$ cat src/rtl/pwm_gen.sv
// pwm_gen: registered PWM generator driven by an external 8-bit free-running
// counter. The duty value is double-buffered and only takes effect at period
// boundaries (rising edge of tcount). A wrap counter tracks boundaries and a
// sticky interrupt flags completed periods while the output is running.
module pwm_gen #(
    parameter int WRAP_W   = 16,
    parameter bit IDLE_LVL = 1'b0
) (
    input  logic              clk,
    input  logic              rst,
    input  logic [7:0]        count,
    input  logic              tcount,
    input  logic [7:0]        duty_in,
    input  logic              duty_wr,
    input  logic              out_en,
    input  logic              wrap_clr,
    input  logic              irq_ack,
    output logic              pwm,
    output logic              running,
    output logic              period_done,
    output logic [WRAP_W-1:0] wrap_cnt,
    output logic              irq
);

    typedef enum logic [1:0] {
        ST_IDLE = 2'd0,
        ST_SYNC = 2'd1,
        ST_RUN  = 2'd2,
        ST_STOP = 2'd3
    } state_t;

    state_t            state_q, state_d;
    logic              tcount_prev_q, tcount_prev_d;
    logic [7:0]        active_duty_q, active_duty_d;
    logic [7:0]        pending_duty_q, pending_duty_d;
    logic              pend_flag_q, pend_flag_d;
    logic              pwm_q, pwm_d;
    logic              running_q, running_d;
    logic              period_done_q, period_done_d;
    logic [WRAP_W-1:0] wrap_cnt_q, wrap_cnt_d;
    logic              irq_q, irq_d;

    logic              boundary_s;
    logic              active_now_s;
    logic              active_next_s;

    // Boundary is the first cycle of a tcount high run, so a held tcount counts once.
    always_comb begin
        tcount_prev_d = tcount;
        boundary_s    = tcount & ~tcount_prev_q;
        active_now_s  = (state_q == ST_RUN) || (state_q == ST_STOP);
    end

    // Double-buffered duty: writes land in pending, transfer at a boundary,
    // and a write coinciding with a boundary bypasses straight to active.
    always_comb begin
        active_duty_d  = active_duty_q;
        pending_duty_d = pending_duty_q;
        pend_flag_d    = pend_flag_q;
        if (duty_wr) begin
            pending_duty_d = duty_in;
        end else begin
            pending_duty_d = pending_duty_q;
        end
        if (boundary_s) begin
            pend_flag_d = 1'b0;
            if (duty_wr) begin
                active_duty_d = duty_in;
            end else if (pend_flag_q) begin
                active_duty_d = pending_duty_q;
            end else begin
                active_duty_d = active_duty_q;
            end
        end else if (duty_wr) begin
            pend_flag_d = 1'b1;
        end else begin
            pend_flag_d = pend_flag_q;
        end
    end

    // Output enable FSM; SYNC and STOP align start/stop to period boundaries.
    always_comb begin
        state_d = state_q;
        case (state_q)
            ST_IDLE: begin
                if (out_en) begin
                    state_d = ST_SYNC;
                end else begin
                    state_d = ST_IDLE;
                end
            end
            ST_SYNC: begin
                if (!out_en) begin
                    state_d = ST_IDLE;
                end else if (boundary_s) begin
                    state_d = ST_RUN;
                end else begin
                    state_d = ST_SYNC;
                end
            end
            ST_RUN: begin
                if (!out_en) begin
                    state_d = ST_STOP;
                end else begin
                    state_d = ST_RUN;
                end
            end
            ST_STOP: begin
                if (boundary_s) begin
                    state_d = ST_IDLE;
                end else if (out_en) begin
                    state_d = ST_RUN;
                end else begin
                    state_d = ST_STOP;
                end
            end
            default: begin
                state_d = ST_IDLE;
            end
        endcase
    end

    // Output stage: compare against the duty in effect after this edge.
    always_comb begin
        active_next_s = (state_d == ST_RUN) || (state_d == ST_STOP);
        running_d     = active_next_s;
        period_done_d = boundary_s & active_now_s;
        if (active_next_s) begin
            pwm_d = (count < active_duty_d);
        end else begin
            pwm_d = IDLE_LVL;
        end
    end

    // Wrap counter and sticky interrupt; a set always wins over an ack.
    always_comb begin
        wrap_cnt_d = wrap_cnt_q;
        irq_d      = irq_q;
        if (wrap_clr) begin
            wrap_cnt_d = boundary_s ? WRAP_W'(1) : WRAP_W'(0);
        end else if (boundary_s) begin
            wrap_cnt_d = wrap_cnt_q + WRAP_W'(1);
        end else begin
            wrap_cnt_d = wrap_cnt_q;
        end
        if (period_done_q) begin
            irq_d = 1'b1;
        end else if (irq_ack) begin
            irq_d = 1'b0;
        end else begin
            irq_d = irq_q;
        end
    end

    // State and output registers with asynchronous reset.
    always_ff @(posedge clk or posedge rst) begin
        if (rst) begin
            state_q        <= ST_IDLE;
            tcount_prev_q  <= 1'b0;
            active_duty_q  <= 8'd0;
            pending_duty_q <= 8'd0;
            pend_flag_q    <= 1'b0;
            pwm_q          <= IDLE_LVL;
            running_q      <= 1'b0;
            period_done_q  <= 1'b0;
            wrap_cnt_q     <= WRAP_W'(0);
            irq_q          <= 1'b0;
        end else begin
            state_q        <= state_d;
            tcount_prev_q  <= tcount_prev_d;
            active_duty_q  <= active_duty_d;
            pending_duty_q <= pending_duty_d;
            pend_flag_q    <= pend_flag_d;
            pwm_q          <= pwm_d;
            running_q      <= running_d;
            period_done_q  <= period_done_d;
            wrap_cnt_q     <= wrap_cnt_d;
            irq_q          <= irq_d;
        end
    end

    assign pwm         = pwm_q;
    assign running     = running_q;
    assign period_done = period_done_q;
    assign wrap_cnt    = wrap_cnt_q;
    assign irq         = irq_q;

endmodule

$ cat config.mk
export PLATFORM = sky130hd
export DESIGN_NAME = pwm_gen
export DESIGN_NICKNAME = d
export VERILOG_FILES = /design/src/rtl/pwm_gen.sv
export SDC_FILE = /design/constraint.sdc
export NUM_CORES = 1
export LEC_CHECK = 0
export BUFFER_PORTS_ARGS = -buffer_cell sky130_fd_sc_hd__buf_2
export CAP_MARGIN = 5
export CORE_MARGIN = 4
export CORE_UTILIZATION = 52
export CTS_CLUSTER_DIAMETER = 150
export DETAILED_ROUTE_END_ITERATION = 8
export GPL_TIMING_DRIVEN = 0
export PLACE_DENSITY = 0.8
export SLEW_MARGIN = 30
export SYNTH_ARGS = -nofsm -noshare
export SYNTH_HDL_FRONTEND = slang
export SYNTH_SLANG_ARGS = --single-unit
$ cat constraint.sdc
create_clock -name clk -period 2.8 [get_ports clk]
set_clock_uncertainty 0.1 [all_clocks]
set_input_delay 0.14 -clock clk [delete_from_list [all_inputs] [get_ports clk]]
set_output_delay 0.14 -clock clk [all_outputs]
set_load 0.01 [all_outputs]
==> results.yml <==
sta:
  rsz0062_at_grt: "false"
  fin_crit_sh: 0.877
  hold_violations: 0
  setup_viol: 0
  fin_crit_ns: 2.46
  tns_ns: 0
  slew_headroom: 0.475
  drv_slew: 0
  max_freq_ghz: 0.407
  worst_slew_pin_slew_ns: 0.786
worst_setup_path:
  critical_path_class: "register to register"
  cp-start-kind: "register"
  crit_path_end_kind: "register"
  cp_slowest_cell: "dfrtp_1"
  worstPathArrival_ns: 2.60
  slowest_delay_ns: 0.42
  cp.required_ns: 2.95
  path_buf_inv: 0
  cp_top_family: "simple AND/OR/NAND/NOR gates"
  crit_fanout: 7
  path_cells: "nand2b_1, nor2_2, mux2i_1, ha_1, a21oi_1, nor2b_1, o21ai_0, nor4bb_1"
global_routing:
  grt.overflow.total: 0
  antenna_found_initial: 0
  grt_max_degree: 40
  track_usage: 0.191
  grt_pass1_vias: 1454
  grt_pass1_wl_mm: 6.41
routing:
  dr_wl_met3_um: 209
  drt_first_pass_iters: 4
  drtAntennaViolNets: 0
  wl_met2_mm: 1.97
  drt-met1-wl_mm: 1.45
  wl_per_cell_um: 13.9
  route.detailed.drc: 0
  num_vias: 1366
  maxUsedRoutingLayer: "met4"
  routed_wl_mm: 3.69
  first_iter_violations: 51
  vias_per_cell: 5.14
power_and_ir_drop:
  seq_power_share: 0.517
  switching_power_mw: 0.328
  powerDensity_nw_per_um2: 558
  internal_power_mw: 0.955
  p_leak_nw: 1.15
  comb_power_share: 0.178
  pwr-share-clk: 0.305
  swShare: 0.256
  power_mw: 1.28
  max-vdd-ir-drop_uv: 383
synth:
  synthCells: 158
  ys.flop_type: "dfrtp_1"
  synth-warning-count: 0
  synth_top_family_by_area: "simple AND/OR/NAND/NOR gates"
  synthAdderAreaFrac: 0.0549
  post-synth-top-area-cell: "dfrtp_1"
  syn-num-nets: 189
  ys_seq_area_frac: 0.536
  yosysMostFrequentCell: "dfrtp_1"
  yosys.area_share.simple: 0.166
  ys_ff_latch: 39
  yosysTopAreaCellShare: 0.536
  syn_area_sq_um: 1820
  synthMuxAreaShare: 0.0934
  synth_cell_types: 33
  ys_top_cells_by_area: "dfrtp_1 54%, ha_1 5.5%, xor2_1 5.3%"
  async_flop_share: 1.00
  synth_edf_count: 0
  syn_area_per_cell_sq_um: 11.5
  synth_xor_area_frac: 0.0673
  netlist_top_cells_count: "39 x dfrtp_1, 15 x nor2_1, 11 x inv_1, 11 x xor2_1"
  synth_compound_area_frac: 0.0474
cts:
  cts_buffers: 5
  cts_tree: "built"
  cts.clk_slew.worst_paths_ns: 0.12
  root_buffer: "clkbuf_4"
  cts_resized: 0
  clock_latency_ns: 0.34
  h-tree-depth: 2
  cts.sinks: 39
  cts_max_path_buffers: 2
cells_and_area:
  syn_to_final_growth_pct: 26.3
  fin_cells: 266
  final_util: 0.684
  drive_gt1_frac: 0.282
  fillers: 282
  fin_nets: 250
  n_antenna_cell: 0
die:
  start_util: 0.542
  rows: 21
  die_w_um: 67.2
  coreArea_sq_um: 3360
  die_h_um: 67.2
  dieArea_sq_um: 4510
  num_io_pins: 43
placed_design:
  dp_hpwl_mm: 2.67
  placed_cells: 245
  globalplace.congestion: 0.780
  portBuffers: 41
run_status:
  run_status: "finished clean"
flow_run:
  max-cap-violations: 0
worst_hold_path:
  hold_class: "primary input to register"
-- timing repair --
item	in CTS	in global routing
endpoints found under the hold margin	55	0
hold buffers	13	0
buffers inserted	0	0
-- path summary, 6_finish.rpt --
check | startpoint | end | slack (ns) | cells after the start
min in group asynchronous | rst | wrap_cnt[10]$_DFFE_PP0P_ | 0.40 | 3
min reg2reg | state_q[0]$_DFF_PP0_ | state_q[0]$_DFF_PP0_ | 0.35 | 1
max reg2reg | tcount_prev_q$_DFF_PP0_ | pwm$_DFF_PP0_ | 0.34 | 8
max in group asynchronous | rst | active_duty_q[3]$_DFF_PP0_ | 1.69 | 3
min | count[7] | pwm$_DFF_PP0_ | 0.09 | 4
max | tcount_prev_q$_DFF_PP0_ | pwm$_DFF_PP0_ | 0.34 | 8
-- power by group through the flow --
stage / registers, mW / logic [mW] / clock network (mW)
global placement: 0.669 / 0.207 / 0
finish: 0.663 / 0.228 / 0.392
CTS: 0.665 / 0.233 / 0.400
detailed placement: 0.674 / 0.218 / 0
floorplan: 0.678 / 0.136 / 0
global route: 0.671 / 0.259 / 0.431
-- sequential cells by signal (all words and copies together), names as in the netlist --
register        cells
active_duty_q       8
irq                 1
tcount_prev_q       1
period_done         1
wrap_cnt           16
state_q             1
pend_flag_q         1
pwm                 1
running             1
pending_duty_q      8
-- logic make-up (layout without fill, tap and decap cells) --
family / Yosys count / after routing
AND/OR/NAND/NOR: 52 / 52
flip-flops: 39 / 39
multiplexers: 16 / 16
XOR/XNOR: 14 / 14
AO/OA/AOI/OAI: 14 / 14
adder cells (fa/ha/maj): 8 / 8
buffers and inverters: 15 / 77
-- per-stage QoR --
stage,hold WS [ns],setup WS (ns),area [sq um]
6_report,0.0932,0.343,2300
5_1_grt,0.0941,0.173,2300
4_1_cts,0.0955,0.286,2300
3_5_place_dp,0.212,0.331,2080
3_3_place_gp,0.203,0.450,2080
2_1_floorplan,0.0714,0.682,1820
-- per-layer routing --
metal | track usage | vias to the layer above
met3 | 0.0599 | 11
met2 | 0.341 | 36
met5 | 0 | -
met1 | 0.214 | 653
met4 | 0.0658 | 0
li1 | - | 666
-- worst register-to-register path: stages (launching register included) --
cell	delay (ns)
dfrtp_1	0.42
nand2b_1	0.23
nor2_2	0.40
mux2i_1	0.31
ha_1	0.29
a21oi_1	0.15
nor2b_1	0.05
o21ai_0	0.15
nor4bb_1	0.27
-- cells in the final DEF (no fill, tap or decap), drive strengths merged, types with 3 or more instances in the layout --
cell type and count:
buf 43, dfrtp 39, nor2 16, dlygate4sd3 13, xor2 11, inv 11, nand4 8, mux2 8
mux2i 8, ha 8, clkbuf 8, nand2 7, a21oi 6, nor2b 4, and4b 3, xnor2 3
and2 3, nand3 3
-- final cells by class --
class                   count  area, sq um  area share
flip-flops and latches     39          976       0.424
multi-input cells         104          781       0.339
well taps                  46         57.6      0.0250
inverters                  11         41.3      0.0179
clock buffers               6         51.3      0.0223
repair buffers             54          335       0.146
plain buffers               4         23.8      0.0103
clock inverters             2         35.0      0.0152
Note: power is estimated with default switching activity, not from simulation.
